--- src/rtl/ball_physics_if.sv ---
// Bundles the character inputs and ball/score outputs of the ball physics engine.
// slave is the engine side; master is the side driving characters and reading the ball.
interface ball_physics_if;
  logic [9:0] Char1X;
  logic [9:0] Char1Y;
  logic [9:0] Char2X;
  logic [9:0] Char2Y;
  logic [9:0] CharS;
  logic [9:0] BallX;
  logic [9:0] BallY;
  logic [9:0] BallS;
  logic       Goal1;
  logic       Goal2;
  logic [3:0] Score1;
  logic [3:0] Score2;
  logic [1:0] GameState;

  modport master (
    output Char1X, Char1Y, Char2X, Char2Y, CharS,
    input  BallX, BallY, BallS, Goal1, Goal2, Score1, Score2, GameState
  );

  modport slave (
    input  Char1X, Char1Y, Char2X, Char2Y, CharS,
    output BallX, BallY, BallS, Goal1, Goal2, Score1, Score2, GameState
  );
endinterface

--- src/rtl/ball_physics.sv ---
// Per-frame ball kinematics for head-soccer: serve/play/goal sequencing, player contact,
// wall/ceiling/floor handling, goal detection and score keeping.
module ball_physics #(
  parameter int BALL_X_START = 320,
  parameter int BALL_Y_START = 200,
  parameter int BALL_SIZE    = 16,
  parameter int X_MAX        = 639,
  parameter int FLOOR_Y      = 400,
  parameter int GOAL_TOP     = 320,
  parameter int GRAVITY      = 1,
  parameter int MAX_VY       = 15,
  parameter int KICK_VX      = 6,
  parameter int KICK_VY      = -10,
  parameter int SERVE_FRAMES = 30,
  parameter int PAUSE_FRAMES = 60
) (
  input logic           frame_clk,
  input logic           Reset,
  ball_physics_if.slave bus
);

  typedef enum logic [1:0] {StServe = 2'd0, StPlay = 2'd1, StGoal = 2'd2} state_e;

  localparam logic [9:0]         XStart    = 10'(BALL_X_START);
  localparam logic [9:0]         YStart    = 10'(BALL_Y_START);
  localparam logic [9:0]         XRight    = 10'(X_MAX - BALL_SIZE);
  localparam logic [9:0]         YRest     = 10'(FLOOR_Y - BALL_SIZE);
  localparam logic [9:0]         GoalTop   = 10'(GOAL_TOP);
  localparam logic signed [10:0] XRightS   = 11'(X_MAX - BALL_SIZE);
  localparam logic signed [10:0] YRestS    = 11'(FLOOR_Y - BALL_SIZE);
  localparam logic signed [10:0] Gravity   = 11'(GRAVITY);
  localparam logic signed [10:0] MaxVy     = 11'(MAX_VY);
  localparam logic signed [10:0] KickVx    = 11'(KICK_VX);
  localparam logic signed [10:0] KickVy    = 11'(KICK_VY);
  localparam logic signed [10:0] OneS      = 11'sd1;
  localparam logic signed [10:0] TwoS      = 11'sd2;
  localparam logic [11:0]        Size12    = 12'(BALL_SIZE);
  localparam logic [11:0]        Half12    = 12'(BALL_SIZE / 2);
  localparam logic [7:0]         ServeLast = 8'(SERVE_FRAMES - 1);
  localparam logic [7:0]         PauseLast = 8'(PAUSE_FRAMES - 1);

  state_e            state_q, state_d;
  logic [7:0]        cnt_q, cnt_d;
  logic [9:0]        ball_x_q, ball_x_d, ball_y_q, ball_y_d;
  logic signed [10:0] vx_q, vx_d, vy_q, vy_d;
  logic [3:0]        score1_q, score1_d, score2_q, score2_d;
  logic              goal1_q, goal1_d, goal2_q, goal2_d;

  logic signed [10:0] vx_n, vy_n, nx, ny;
  logic [11:0] bx, by, c1x, c1y, c2x, c2y, cs, cs_half;
  logic        hit1, hit2, right1, right2;

  // Overlap math is widened to 12 bits so CX+CharS never wraps.
  assign bx      = {2'b00, ball_x_q};
  assign by      = {2'b00, ball_y_q};
  assign c1x     = {2'b00, bus.Char1X};
  assign c1y     = {2'b00, bus.Char1Y};
  assign c2x     = {2'b00, bus.Char2X};
  assign c2y     = {2'b00, bus.Char2Y};
  assign cs      = {2'b00, bus.CharS};
  assign cs_half = {3'b000, bus.CharS[9:1]};

  assign hit1 = (bx < c1x + cs) && (bx + Size12 > c1x) && (by < c1y + cs) && (by + Size12 > c1y);
  assign hit2 = (bx < c2x + cs) && (bx + Size12 > c2x) && (by < c2y + cs) && (by + Size12 > c2y);
  assign right1 = (bx + Half12) >= (c1x + cs_half);
  assign right2 = (bx + Half12) >= (c2x + cs_half);

  always_comb begin
    state_d  = state_q;
    cnt_d    = cnt_q;
    ball_x_d = ball_x_q;
    ball_y_d = ball_y_q;
    vx_d     = vx_q;
    vy_d     = vy_q;
    score1_d = score1_q;
    score2_d = score2_q;
    goal1_d  = 1'b0;
    goal2_d  = 1'b0;
    vx_n     = vx_q;
    vy_n     = vy_q;
    nx       = '0;
    ny       = '0;

    unique case (state_q)
      StServe: begin
        ball_x_d = XStart;
        ball_y_d = YStart;
        vx_d     = '0;
        vy_d     = '0;
        if (cnt_q == ServeLast) begin
          cnt_d   = '0;
          state_d = StPlay;
        end else begin
          cnt_d = cnt_q + 8'd1;
        end
      end

      StPlay: begin
        vy_n = vy_q + Gravity;
        if (vy_n > MaxVy) vy_n = MaxVy;
        if (hit1) begin
          vx_n = right1 ? KickVx : -KickVx;
          vy_n = KickVy;
        end else if (hit2) begin
          vx_n = right2 ? KickVx : -KickVx;
          vy_n = KickVy;
        end

        nx = $signed({1'b0, ball_x_q}) + vx_n;
        ny = $signed({1'b0, ball_y_q}) + vy_n;

        // Goal test uses the current Y, before this frame's vertical move.
        if (nx[10]) begin
          ball_x_d = '0;
          if (ball_y_q >= GoalTop) begin
            goal2_d  = 1'b1;
            score2_d = (score2_q == 4'hf) ? score2_q : score2_q + 4'd1;
            state_d  = StGoal;
            cnt_d    = '0;
          end else begin
            vx_n = -vx_n;
          end
        end else if (nx > XRightS) begin
          ball_x_d = XRight;
          if (ball_y_q >= GoalTop) begin
            goal1_d  = 1'b1;
            score1_d = (score1_q == 4'hf) ? score1_q : score1_q + 4'd1;
            state_d  = StGoal;
            cnt_d    = '0;
          end else begin
            vx_n = -vx_n;
          end
        end else begin
          ball_x_d = nx[9:0];
        end

        if (ny[10]) begin
          ball_y_d = '0;
          vy_n     = -vy_n;
        end else if (ny > YRestS) begin
          ball_y_d = YRest;
          vy_n     = -(vy_n >>> 1);
          if ((vy_n > -TwoS) && (vy_n < TwoS)) vy_n = '0;
          if (vx_n[10]) vx_n = vx_n + OneS;
          else if (vx_n != '0) vx_n = vx_n - OneS;
        end else begin
          ball_y_d = ny[9:0];
        end

        vx_d = vx_n;
        vy_d = vy_n;
      end

      StGoal: begin
        if (cnt_q == PauseLast) begin
          ball_x_d = XStart;
          ball_y_d = YStart;
          vx_d     = '0;
          vy_d     = '0;
          cnt_d    = '0;
          state_d  = StServe;
        end else begin
          cnt_d = cnt_q + 8'd1;
        end
      end

      default: begin
        state_d = StServe;
        cnt_d   = '0;
      end
    endcase
  end

  always_ff @(posedge frame_clk) begin
    if (Reset) begin
      state_q  <= StServe;
      cnt_q    <= '0;
      ball_x_q <= XStart;
      ball_y_q <= YStart;
      vx_q     <= '0;
      vy_q     <= '0;
      score1_q <= '0;
      score2_q <= '0;
      goal1_q  <= 1'b0;
      goal2_q  <= 1'b0;
    end else begin
      state_q  <= state_d;
      cnt_q    <= cnt_d;
      ball_x_q <= ball_x_d;
      ball_y_q <= ball_y_d;
      vx_q     <= vx_d;
      vy_q     <= vy_d;
      score1_q <= score1_d;
      score2_q <= score2_d;
      goal1_q  <= goal1_d;
      goal2_q  <= goal2_d;
    end
  end

  assign bus.BallX     = ball_x_q;
  assign bus.BallY     = ball_y_q;
  assign bus.BallS     = 10'(BALL_SIZE);
  assign bus.Goal1     = goal1_q;
  assign bus.Goal2     = goal2_q;
  assign bus.Score1    = score1_q;
  assign bus.Score2    = score2_q;
  assign bus.GameState = state_q;

endmodule

--- src/flat_wrapper.sv ---
// flat-port wrapper written by rule: the top's interface ports become plain ports
module ball_physics_flat 
#(
  parameter int BALL_X_START = 320,
  parameter int BALL_Y_START = 200,
  parameter int BALL_SIZE    = 16,
  parameter int X_MAX        = 639,
  parameter int FLOOR_Y      = 400,
  parameter int GOAL_TOP     = 320,
  parameter int GRAVITY      = 1,
  parameter int MAX_VY       = 15,
  parameter int KICK_VX      = 6,
  parameter int KICK_VY      = -10,
  parameter int SERVE_FRAMES = 30,
  parameter int PAUSE_FRAMES = 60
)
  (frame_clk, Reset, bus_Char1X, bus_Char1Y, bus_Char2X, bus_Char2Y, bus_CharS, bus_BallX, bus_BallY, bus_BallS, bus_Goal1, bus_Goal2, bus_Score1, bus_Score2, bus_GameState);
  ball_physics_if bus_i ();
  input logic frame_clk;
  input logic Reset;
  input wire logic [$bits(bus_i.Char1X)-1:0] bus_Char1X;
  input wire logic [$bits(bus_i.Char1Y)-1:0] bus_Char1Y;
  input wire logic [$bits(bus_i.Char2X)-1:0] bus_Char2X;
  input wire logic [$bits(bus_i.Char2Y)-1:0] bus_Char2Y;
  input wire logic [$bits(bus_i.CharS)-1:0] bus_CharS;
  output wire logic [$bits(bus_i.BallX)-1:0] bus_BallX;
  output wire logic [$bits(bus_i.BallY)-1:0] bus_BallY;
  output wire logic [$bits(bus_i.BallS)-1:0] bus_BallS;
  output wire logic [$bits(bus_i.Goal1)-1:0] bus_Goal1;
  output wire logic [$bits(bus_i.Goal2)-1:0] bus_Goal2;
  output wire logic [$bits(bus_i.Score1)-1:0] bus_Score1;
  output wire logic [$bits(bus_i.Score2)-1:0] bus_Score2;
  output wire logic [$bits(bus_i.GameState)-1:0] bus_GameState;
  assign bus_i.Char1X = bus_Char1X;
  assign bus_i.Char1Y = bus_Char1Y;
  assign bus_i.Char2X = bus_Char2X;
  assign bus_i.Char2Y = bus_Char2Y;
  assign bus_i.CharS = bus_CharS;
  assign bus_BallX = bus_i.BallX;
  assign bus_BallY = bus_i.BallY;
  assign bus_BallS = bus_i.BallS;
  assign bus_Goal1 = bus_i.Goal1;
  assign bus_Goal2 = bus_i.Goal2;
  assign bus_Score1 = bus_i.Score1;
  assign bus_Score2 = bus_i.Score2;
  assign bus_GameState = bus_i.GameState;
  ball_physics #(.BALL_X_START(BALL_X_START), .BALL_Y_START(BALL_Y_START), .BALL_SIZE(BALL_SIZE), .X_MAX(X_MAX), .FLOOR_Y(FLOOR_Y), .GOAL_TOP(GOAL_TOP), .GRAVITY(GRAVITY), .MAX_VY(MAX_VY), .KICK_VX(KICK_VX), .KICK_VY(KICK_VY), .SERVE_FRAMES(SERVE_FRAMES), .PAUSE_FRAMES(PAUSE_FRAMES)) u_core (.frame_clk(frame_clk), .Reset(Reset), .bus(bus_i));
endmodule
--- config.mk ---
export PLATFORM = sky130hd
export DESIGN_NAME = ball_physics_flat
export DESIGN_NICKNAME = d
export VERILOG_FILES = /design/src/rtl/ball_physics_if.sv /design/src/rtl/ball_physics.sv /design/src/flat_wrapper.sv
export SDC_FILE = /design/constraint.sdc
export NUM_CORES = 1
export LEC_CHECK = 0
export CAP_MARGIN = 20
export CELL_PAD_IN_SITES_DETAIL_PLACEMENT = 1
export CELL_PAD_IN_SITES_GLOBAL_PLACEMENT = 2
export CORE_MARGIN = 2
export CORE_UTILIZATION = 25
export CTS_CLUSTER_DIAMETER = 60
export DETAILED_ROUTE_END_ITERATION = 8
export GPL_TIMING_DRIVEN = 0
export HOLD_SLACK_MARGIN = 0.08
export PLACE_DENSITY_LB_ADDON = 0.1
export SLEW_MARGIN = 10
export SYNTH_ARGS = -nofsm -noshare
export SYNTH_HDL_FRONTEND = slang
export SYNTH_SLANG_ARGS = --single-unit
--- constraint.sdc ---
create_clock -name frame_clk -period 12.9 [get_ports frame_clk]
set_clock_uncertainty 0.1 [all_clocks]
set_input_delay 3.87 -clock frame_clk [delete_from_list [all_inputs] [get_ports frame_clk]]
set_output_delay 3.87 -clock frame_clk [all_outputs]
set_load 0.01 [all_outputs]
==> results.json, run 1 <==
{
  "outcome": "complete, no violations",
  "max_freq_ghz": 0.08101,
  "timing.max_cap.violations": 0,
  "vias_cell": 5.113,
  "holdPathStages": 1,
  "num_antenna_cells": 0,
  "kind_of_path_behind_the_tightest_hold_check": "flip-flop to flip-flop",
  "synth.avg_cell_area_um2": 7.645,
  "clockBufferDepth": 2,
  "antenna_left": 0,
  "drt_drc_violations_left": 0,
  "first_global_vias": 10720,
  "reg2reg_from": "u_core.bus.BallX[5]$_SDFFE_PP0P_",
  "worstSkewPairLatency_ns": 0.35,
  "grt.total_usage": 0.1810,
  "clkSinkCount": 62,
  "ys_top_cells_by_area": "sky130_fd_sc_hd__ha_1, sky130_fd_sc_hd__dfxtp_1, sky130_fd_sc_hd__xnor2_1",
  "layout.cells.most_common": "sky130_fd_sc_hd__ha_1",
  "final-instance-count-excl-fill": 2020,
  "synth-edff-count": 0,
  "static-leakage-power_nw": 5.490,
  "worst_r2r_endpoint": "u_core.vx_q[0]$_SDFFE_PP0P_",
  "post_synth_instance_area_mm2": 0.01046,
  "design.die.area_mm2": 0.04349,
  "synthToLayoutAreaGrowth_pct": 20.71,
  "cts.root.buffer_cell": "sky130_fd_sc_hd__clkbuf_16",
  "detailed_router_iteration_count_before_antenna_repair": 4,
  "placeableCoreArea_mm2": 0.04102,
  "drt-total-wl_um": 39090,
  "synth_ff_type": "sky130_fd_sc_hd__dfxtp_1",
  "layout_common_cells": "sky130_fd_sc_hd__ha_1, sky130_fd_sc_hd__nor2_1, sky130_fd_sc_hd__inv_1",
  "regToRegSetupSlack_ns": 3.32,
  "synth_async_sr_flop_share": 0,
  "initial_antenna_violation_count": 0,
  "num-nets-final": 1733,
  "relSlewSlack": 0.5096,
  "combinational_family_with_the_most_area_after_synthesis": "compound AO/OA/AOI/OAI gates",
  "die_h_um": 208.5,
  "crit_path_start_kind": "primary input",
  "io_pins": 94,
  "finish.instance_area_mm2": 0.01262,
  "worst_hold_startpoint": "u_core.vx_q[10]$_SDFFE_PP0P_",
  "cts_tree": "done",
  "drt_iter0_drcs": 375,
  "critPathMaxFanout": 10,
  "cts-htree-levels": 3,
  "required_ns": 13.02,
  "placement.setup.worst_slack_ns": -1.413,
  "die_width_um": 208.5,
  "worst_setup_path_end_kind": "flip-flop",
  "max-vdd-ir-drop_v": 0.00005188,
  "synth_top_area_frac": 0.2273,
  "gp_congestion": 0.7958,
  "dp.final_hpwl_um": 31890,
  "synthesis.yosys.warnings": 0,
  "timing.critical_path.slowest_stage_cell": "sky130_fd_sc_hd__clkdlybuf4s15_2",
  "setup_repair_after_global_routing_missed_its_margin": "true",
  "grt-ovfl-total": 0,
  "io_buffer_count": 83,
  "ys_types": 93,
  "placementRows": 74,
  "layout_min_cycle_time_ns": 12.34,
  "count_of_fill_cells_added_during_filler_insertion": 4932,
  "largest_net_degree_at_the_start_of_global_routing": 13,
  "compound_gate_fraction_of_synth_area": 0.2563,
  "post_synth_and_or_nand_nor_area_fraction": 0.2005,
  "worst_path_dominant_cell_family": "compound AO/OA/AOI/OAI gates",
  "worstPathBufferInverterCount": 4,
  "timing_hold_violations_final": 0,
  "max_stage_delay_ns": 0.46,
  "routed_wire_length_per_instance_um": 19.35,
  "finalCritPeriodShare": 0.9569,
  "crit_arrival_ns": 12.46,
  "path_clk_slew_ns": 0.06,
  "placedInstanceArea_mm2": 0.01199,
  "p_total_mw": 0.8722,
  "synth_sequential_area_ratio": 0.1187,
  "capture_endpoint_of_the_worst_hold_path": "u_core.vx_q[10]$_SDFFE_PP0P_",
  "grt_pass1_wl_um": 61580,
  "r2r_cells": 37,
  "initial_standard_cell_utilization_of_the_core": 0.2550,
  "syn_inst": 1368,
  "synthDominantAreaCellType": "sky130_fd_sc_hd__ha_1",
  "dr_total_vias": 10330,
  "worst-setup-path-type": "primary input to flip-flop",
  "synth_xor_xnor_area_share": 0.1055,
  "dp_cells": 1991,
  "ys_ff_latch": 62,
  "final_max_slew_viol_count": 0,
  "setup_viol": 0,
  "finalWorstSetupSlack_ns": 0.5559,
  "synth_adder_area_share": 0.2436,
  "post_synth_mux_area_share": 0.01376,
  "final_core_utilization": 0.3078,
  "worst-slew-pin-transition_ns": 0.7307,
  "layout_cells_sized_above_1": 0.07460,
  "powerDensity_mw_per_mm2": 69.09,
  "cts_buffers": 9
}
-- sequential cells by signal (all words and copies together) (netlist names) --
signal,cells
u_core.vx_q,11
u_core.vy_q,11
u_core.bus.BallX,10
u_core.bus.BallY,10
u_core.cnt_q,8
u_core.bus.Score1,4
u_core.bus.Score2,4
u_core.bus.GameState,2
u_core.bus.Goal1,1
u_core.bus.Goal2,1
-- kinds of logic after synthesis --
kind of cell | count (synthesis)
AND/OR/NAND/NOR | 418
AO/OA/AOI/OAI | 397
adder cells (fa/ha/maj) | 199
buffers and inverters | 155
XOR/XNOR | 121
flip-flops | 62
multiplexers | 14
other | 2
-- final cells by class --
cell class,instances,area [um^2],area share
Timing Repair Buffer,98,944.7,0.07483
Clock buffer,9,225.2,0.01784
Buffer,40,219.0,0.01734
Multi-Input combinational cell,1159,8802,0.6972
Inverter,113,427.9,0.03389
Tap cell,532,665.6,0.05273
Sequential cell,62,1241,0.09832
Clock inverter,7,98.84,0.007830
-- worst max path at each step --
stage / slack [ns] / cells after the start / to / startpoint
5_1_grt: -0.03 / 39 / u_core.vx_q[0]$_SDFFE_PP0P_ / bus_Char2X[0]
4_1_cts: 0.01 / 40 / u_core.vx_q[0]$_SDFFE_PP0P_ / bus_Char2X[0]
6_report: 0.56 / 42 / u_core.vx_q[0]$_SDFFE_PP0P_ / bus_CharS[1]
3_3_place_gp: -1.39 / 43 / u_core.vx_q[2]$_SDFFE_PP0P_ / bus_CharS[1]
2_1_floorplan: 1.29 / 40 / u_core.vx_q[9]$_SDFFE_PP0P_ / bus_CharS[1]
3_5_place_dp: -1.41 / 43 / u_core.vx_q[2]$_SDFFE_PP0P_ / bus_CharS[1]
-- synthesized netlist by cell type, drive strengths merged, types with 5 or more instances --
cell type    n
dfxtp       62
o32ai        5
ha         190
or4          8
nand4b       5
o21ai       97
o22ai        5
nand2       74
o21bai      29
clkbuf      27
a22oi       19
nor3b        5
or3         13
a221oi       5
a21oi      111
nor2b       20
o21a        14
a31oi        5
nor2       139
nand4       24
or2          5
xor2        44
inv        112
o211ai      19
a41oi        5
and2         9
buf         15
nor3        20
nor4         7
mux2i       11
nand2b      26
a21o        17
fa           8
and3        17
a2111oi      5
nand3       38
xnor2       76
a211oi      21
-- per-stage QoR --
step,setup TNS [ns],hold slack (ns)
2_1_floorplan,0,0.3230
3_3_place_gp,-33.53,0.3422
3_5_place_dp,-34.79,0.3593
4_1_cts,0,0.3738
5_1_grt,-0.03501,0.3832
6_report,0,0.3700
-- power by group --
group          internal, mW  switching (mW)
logic                 0.169           0.236
clock network         0.170           0.104
registers             0.192        0.000992
-- per-layer routing --
layer / up-vias / GRT usage / wire length, um
met1: 5010 / 0.2439 / 19100
met3: 19 / 0.01600 / 924
met2: 115 / 0.3156 / 18680
met5: - / 0 / 0
met4: 0 / 0.03399 / 391
li1: 5185 / - / -
-- what timing repair did --
| action | in CTS | in global routing |
|---|---|---|
| setup endpoints to repair | 41 | 35 |
| hold buffers | 0 | 0 |
| endpoints found under the hold margin | 0 | 0 |
| pin swaps | 2 | 16 |
| gates resized for setup | 25 | 34 |
| setup buffers | 1 | 14 |
No activity file was read; power rests on OpenSTA's default activity.
==> run 2: changes to the inputs <==
Settings changed: CORE_UTILIZATION 25 to 35.
==> results.json, run 2 (synthesis results as in run 1) <==
{
  "max_freq_ghz": 0.08117,
  "placeableCoreArea_mm2": 0.02956,
  "static-leakage-power_nw": 5.452,
  "final_max_slew_viol_count": 0,
  "holdPathStages": 1,
  "powerDensity_mw_per_mm2": 69.85,
  "initial_standard_cell_utilization_of_the_core": 0.3538,
  "timing.critical_path.slowest_stage_cell": "sky130_fd_sc_hd__clkdlybuf4s50_1",
  "cts.root.buffer_cell": "sky130_fd_sc_hd__clkbuf_16",
  "setup_viol": 0,
  "layout_cells_sized_above_1": 0.06541,
  "gp_congestion": 0.8603,
  "worstSkewPairLatency_ns": 0.34,
  "power_switching_share": 0.3794,
  "finish.instance_area_mm2": 0.01236,
  "kind_of_path_behind_the_tightest_hold_check": "flip-flop to flip-flop",
  "grt.total_usage": 0.2348,
  "dp_cells": 1849,
  "placementRows": 63,
  "p_total_mw": 0.8634,
  "final_core_utilization": 0.4182,
  "clockBufferDepth": 2,
  "finalHoldWorstSlack_ns": 0.3747,
  "timing_hold_violations_final": 0,
  "r2r_cells": 38,
  "sequential_cell_fraction_of_total_power": 0.224,
  "dr_total_vias": 10380,
  "reg.largest.list": "u_core.vx_q x11, u_core.vy_q x11",
  "net_switching_component_of_the_power_mw": 0.3276,
  "synthToLayoutAreaGrowth_pct": 18.18,
  "worstSetupStartpoint": "bus_Char1Y[1]",
  "first_global_vias": 10840,
  "cts-htree-levels": 3,
  "worst_path_dominant_cell_family": "compound AO/OA/AOI/OAI gates",
  "layout_common_cells": "sky130_fd_sc_hd__ha_1, sky130_fd_sc_hd__nor2_1, sky130_fd_sc_hd__inv_1",
  "placedInstanceArea_mm2": 0.01181,
  "routed_wire_length_per_instance_um": 19.32,
  "placement.setup.worst_slack_ns": -1.219,
  "power.combinational.fraction": 0.465,
  "crit_arrival_ns": 12.43,
  "power.internal_mw": 0.5358,
  "required_ns": 13.01,
  "cts.hold.buffers_added": 0,
  "path_depth": 42,
  "path_clk_slew_ns": 0.06,
  "cts_buffers": 9,
  "io_buffer_count": 83,
  "cp_common_cell": "sky130_fd_sc_hd__a21oi_1",
  "clkSinkCount": 62,
  "initial_antenna_violation_count": 0,
  "layout_min_cycle_time_ns": 12.32,
  "max_stage_delay_ns": 0.53,
  "relSlewSlack": 0.5090,
  "worst_setup_path_end_kind": "flip-flop",
  "antenna_left": 0,
  "io_pins": 94,
  "worstPathBufferInverterCount": 5,
  "largest_net_degree_at_the_start_of_global_routing": 12,
  "drt_iter0_drcs": 422,
  "die_h_um": 176.9,
  "worst_r2r_endpoint": "u_core.vx_q[5]$_SDFFE_PP0P_",
  "drt-total-wl_um": 36190,
  "num_antenna_cells": 0,
  "outcome": "complete, no violations",
  "detailed_router_iteration_count_before_antenna_repair": 4,
  "layout.area.seq_mm2": 0.001241,
  "grt_pass1_wl_um": 58250,
  "num-nets-final": 1728,
  "reg2reg_from": "u_core.bus.BallX[5]$_SDFFE_PP0P_",
  "layout.cells.most_common": "sky130_fd_sc_hd__ha_1",
  "finalWorstSetupSlack_ns": 0.5796,
  "drt_drc_violations_left": 0,
  "count_of_fill_cells_added_during_filler_insertion": 3694,
  "dp.final_hpwl_um": 29330,
  "critPathMaxFanout": 10,
  "max-vdd-ir-drop_v": 0.00005049,
  "multi_input_area_mm2": 0.008780,
  "crit_path_start_kind": "primary input",
  "totalNegativeSetupSlack_ns": 0,
  "timing.critical_path.to": "u_core.vx_q[5]$_SDFFE_PP0P_",
  "final-instance-count-excl-fill": 1873,
  "timing.max_cap.violations": 0,
  "finalCritPeriodShare": 0.9551,
  "vias_cell": 5.541,
  "design.die.area_mm2": 0.03128,
  "regToRegSetupSlack_ns": 3.44,
  "power.clock.fraction": 0.311,
  "worst-setup-path-type": "primary input to flip-flop",
  "die_width_um": 176.9,
  "cts_tree": "done",
  "worst-slew-pin-transition_ns": 0.7338,
  "grt-ovfl-total": 0
}
run 2: power groups by stage:
stage	clock network (mW)	logic, mW	registers, mW
after floorplan	0	0.275	0.197
after global placement	0	0.379	0.197
after detailed placement	0	0.384	0.197
after CTS	0.273	0.390	0.193
after global routing	0.283	0.452	0.193
final	0.268	0.402	0.193
run 2: worst min path at each step:
stage                                      start                            to  slack (ns)
floorplan            u_core.vx_q[1]$_SDFFE_PP0P_   u_core.vx_q[1]$_SDFFE_PP0P_        0.32
global placement    u_core.vx_q[10]$_SDFFE_PP0P_  u_core.vx_q[10]$_SDFFE_PP0P_        0.35
detailed placement  u_core.vx_q[10]$_SDFFE_PP0P_  u_core.vx_q[10]$_SDFFE_PP0P_        0.35
CTS                 u_core.vx_q[10]$_SDFFE_PP0P_  u_core.vx_q[10]$_SDFFE_PP0P_        0.37
global route        u_core.vx_q[10]$_SDFFE_PP0P_  u_core.vx_q[10]$_SDFFE_PP0P_        0.38
finish              u_core.vx_q[10]$_SDFFE_PP0P_  u_core.vx_q[10]$_SDFFE_PP0P_        0.37
run 2: layout make-up:
| type | instances | share of cell area |
|---|---|---|
| Buffer | 41 | 0.01721 |
| Multi-Input combinational cell | 1159 | 0.7103 |
| Clock buffer | 13 | 0.02024 |
| Tap cell | 390 | 0.03948 |
| Inverter | 113 | 0.03462 |
| Clock inverter | 3 | 0.005466 |
| Timing Repair Buffer | 92 | 0.07227 |
| Sequential cell | 62 | 0.1004 |
run 2: what timing repair did:
item,in CTS,in global routing
gates resized for setup,17,35
pin swaps,2,13
hold endpoints to repair,0,0
buffers inserted,1,8
endpoints found under the setup margin,31,31
run 2: routing by layer:
| layer | global-route usage | wire [um] | vias to the layer above |
|---|---|---|---|
| met5 | 0 | 0 | - |
| met4 | 0.05510 | 665 | 0 |
| met3 | 0.01568 | 818 | 38 |
| met2 | 0.4123 | 17230 | 145 |
| met1 | 0.3128 | 17470 | 5022 |
| li1 | - | - | 5173 |
==> run 3: changes to the inputs <==
Settings changed: CELL_PAD_IN_SITES_DETAIL_PLACEMENT 1 to 0, CELL_PAD_IN_SITES_GLOBAL_PLACEMENT 2 to 1, CORE_UTILIZATION 35 to 40, GPL_TIMING_DRIVEN 0 to default, SLEW_MARGIN 10 to default.
==> results.json, run 3 (synthesis results as in run 1) <==
{
  "final_core_utilization": 0.4674,
  "gp_congestion": 0.8871,
  "p_total_mw": 0.7998,
  "timing.critical_path.slowest_stage_cell": "sky130_fd_sc_hd__clkdlybuf4s50_1",
  "antenna_left": 0,
  "relSlewSlack": 0.3285,
  "timing.max_cap.violations": 0,
  "regToRegSetupSlack_ns": 4.57,
  "grt.total_usage": 0.2302,
  "max_freq_ghz": 0.08184,
  "path_clk_slew_ns": 0.06,
  "cts.root.buffer_cell": "sky130_fd_sc_hd__clkbuf_16",
  "die_width_um": 165.7,
  "critPathMaxFanout": 14,
  "placementRows": 59,
  "reg.largest.list": "u_core.vx_q x11, u_core.vy_q x11",
  "num_antenna_cells": 0,
  "die_h_um": 165.7,
  "kind_of_path_behind_the_tightest_hold_check": "flip-flop to flip-flop",
  "crit_arrival_ns": 12.36,
  "final_max_slew_viol_count": 0,
  "layout_common_cells": "sky130_fd_sc_hd__ha_1, sky130_fd_sc_hd__nor2_1, sky130_fd_sc_hd__inv_1",
  "cts_buffers": 9,
  "totalNegativeSetupSlack_ns": 0,
  "layout.cells.most_common": "sky130_fd_sc_hd__ha_1",
  "worstSkewPairLatency_ns": 0.33,
  "setup_repair_after_global_routing_missed_its_margin": "false",
  "crit_path_start_kind": "primary input",
  "outcome": "complete, no violations",
  "setup_viol": 0,
  "max-vdd-ir-drop_v": 0.00005666,
  "worst_setup_path_end_kind": "flip-flop",
  "num-nets-final": 1712,
  "initial_standard_cell_utilization_of_the_core": 0.4048,
  "synthToLayoutAreaGrowth_pct": 15.46,
  "io_pins": 94,
  "worst-slew-pin-transition_ns": 1.007,
  "holdPathStages": 1,
  "dp.final_hpwl_um": 25770,
  "io_buffer_count": 83,
  "static-leakage-power_nw": 5.444,
  "grt-ovfl-total": 0,
  "drt_iter0_drcs": 470,
  "first_global_vias": 9854,
  "timing_hold_violations_final": 0,
  "finish.instance_area_mm2": 0.01208,
  "r2r_cells": 31,
  "layout_min_cycle_time_ns": 12.22,
  "finalCritPeriodShare": 0.9472,
  "powerDensity_mw_per_mm2": 66.23,
  "cts_tree": "done",
  "placeableCoreArea_mm2": 0.02584,
  "clockBufferDepth": 2,
  "drt-total-wl_um": 31960,
  "cts-htree-levels": 3,
  "placedInstanceArea_mm2": 0.01177,
  "design.die.area_mm2": 0.02746,
  "largest_net_degree_at_the_start_of_global_routing": 51,
  "grt_pass1_wl_um": 51940,
  "detailed_router_iteration_count_before_antenna_repair": 5,
  "layout_cells_sized_above_1": 0.05999,
  "required_ns": 13.04,
  "dr_total_vias": 10100,
  "max_stage_delay_ns": 0.56,
  "vias_cell": 5.603,
  "worst-setup-path-type": "primary input to flip-flop",
  "routed_wire_length_per_instance_um": 17.74,
  "clkSinkCount": 62,
  "initial_antenna_violation_count": 0,
  "cts.hold.buffers_added": 0,
  "drt_drc_violations_left": 0
}
run 3: through the flow:
step                      instances  setup WS, ns  hold WS (ns)
after floorplan                1376         1.290        0.3230
after global placement         1785        0.1877        0.3476
after detailed placement       1786       0.09994        0.3621
after CTS                      1802        0.4191        0.3696
after global routing           1802      0.004230        0.3987
final                          1802        0.6808        0.3669
run 3: worst paths after layout:
kind,start,end
setup reg to reg,u_core.bus.BallX[4]$_SDFFE_PP0P_,u_core.vx_q[9]$_SDFFE_PP0P_
hold / removal,u_core.vx_q[10]$_SDFFE_PP0P_,u_core.vx_q[10]$_SDFFE_PP0P_
setup / recovery,bus_Char2X[1],u_core.vx_q[9]$_SDFFE_PP0P_
hold reg to reg,u_core.vx_q[10]$_SDFFE_PP0P_,u_core.vx_q[10]$_SDFFE_PP0P_
run 3: final cells by class:
class	instances	area (um^2)
Sequential cell	62	1241
Inverter	113	424.2
Clock inverter	4	22.52
Timing Repair Buffer	117	1086
Multi-Input combinational cell	1159	8636
Clock buffer	12	246.5
Fill cell	2670	13760
Tap cell	335	419.2
run 3: metal layers:
| metal | global-route usage | part of all wire | vias to the layer above |
|---|---|---|---|
| met5 | 0 | 0 | - |
| met4 | 0.05709 | 0.019 | 0 |
| met3 | 0.02103 | 0.033 | 38 |
| met2 | 0.3953 | 0.47 | 208 |
| met1 | 0.3109 | 0.47 | 4698 |
| li1 | - | - | 5152 |
run 3: critical path, delay by kind of cell:
kind,cells,cell delay (ns)
AO/OA/AOI/OAI,24,4.69
AND/OR/NAND/NOR,4,1.25
adder cells (fa/ha/maj),4,1.07
buffers and inverters,4,1.02
multiplexers,1,0.34
XOR/XNOR,1,0.09
run 3: where the power goes:
group          switching [mW]  internal [mW]  total [mW]  leakage [nW]
logic                   0.221          0.164       0.386          4.81
clock network          0.0864          0.134       0.221         0.132
registers            0.000886          0.192       0.193         0.500
total                   0.309          0.491       0.800          5.44
run 3: timing repair:
| action | in CTS | in global routing |
|---|---|---|
| hold endpoints to repair | 0 | 0 |
| setup endpoints to repair | 0 | 11 |
| resized for setup | 0 | 7 |
| setup buffers | 0 | 0 |
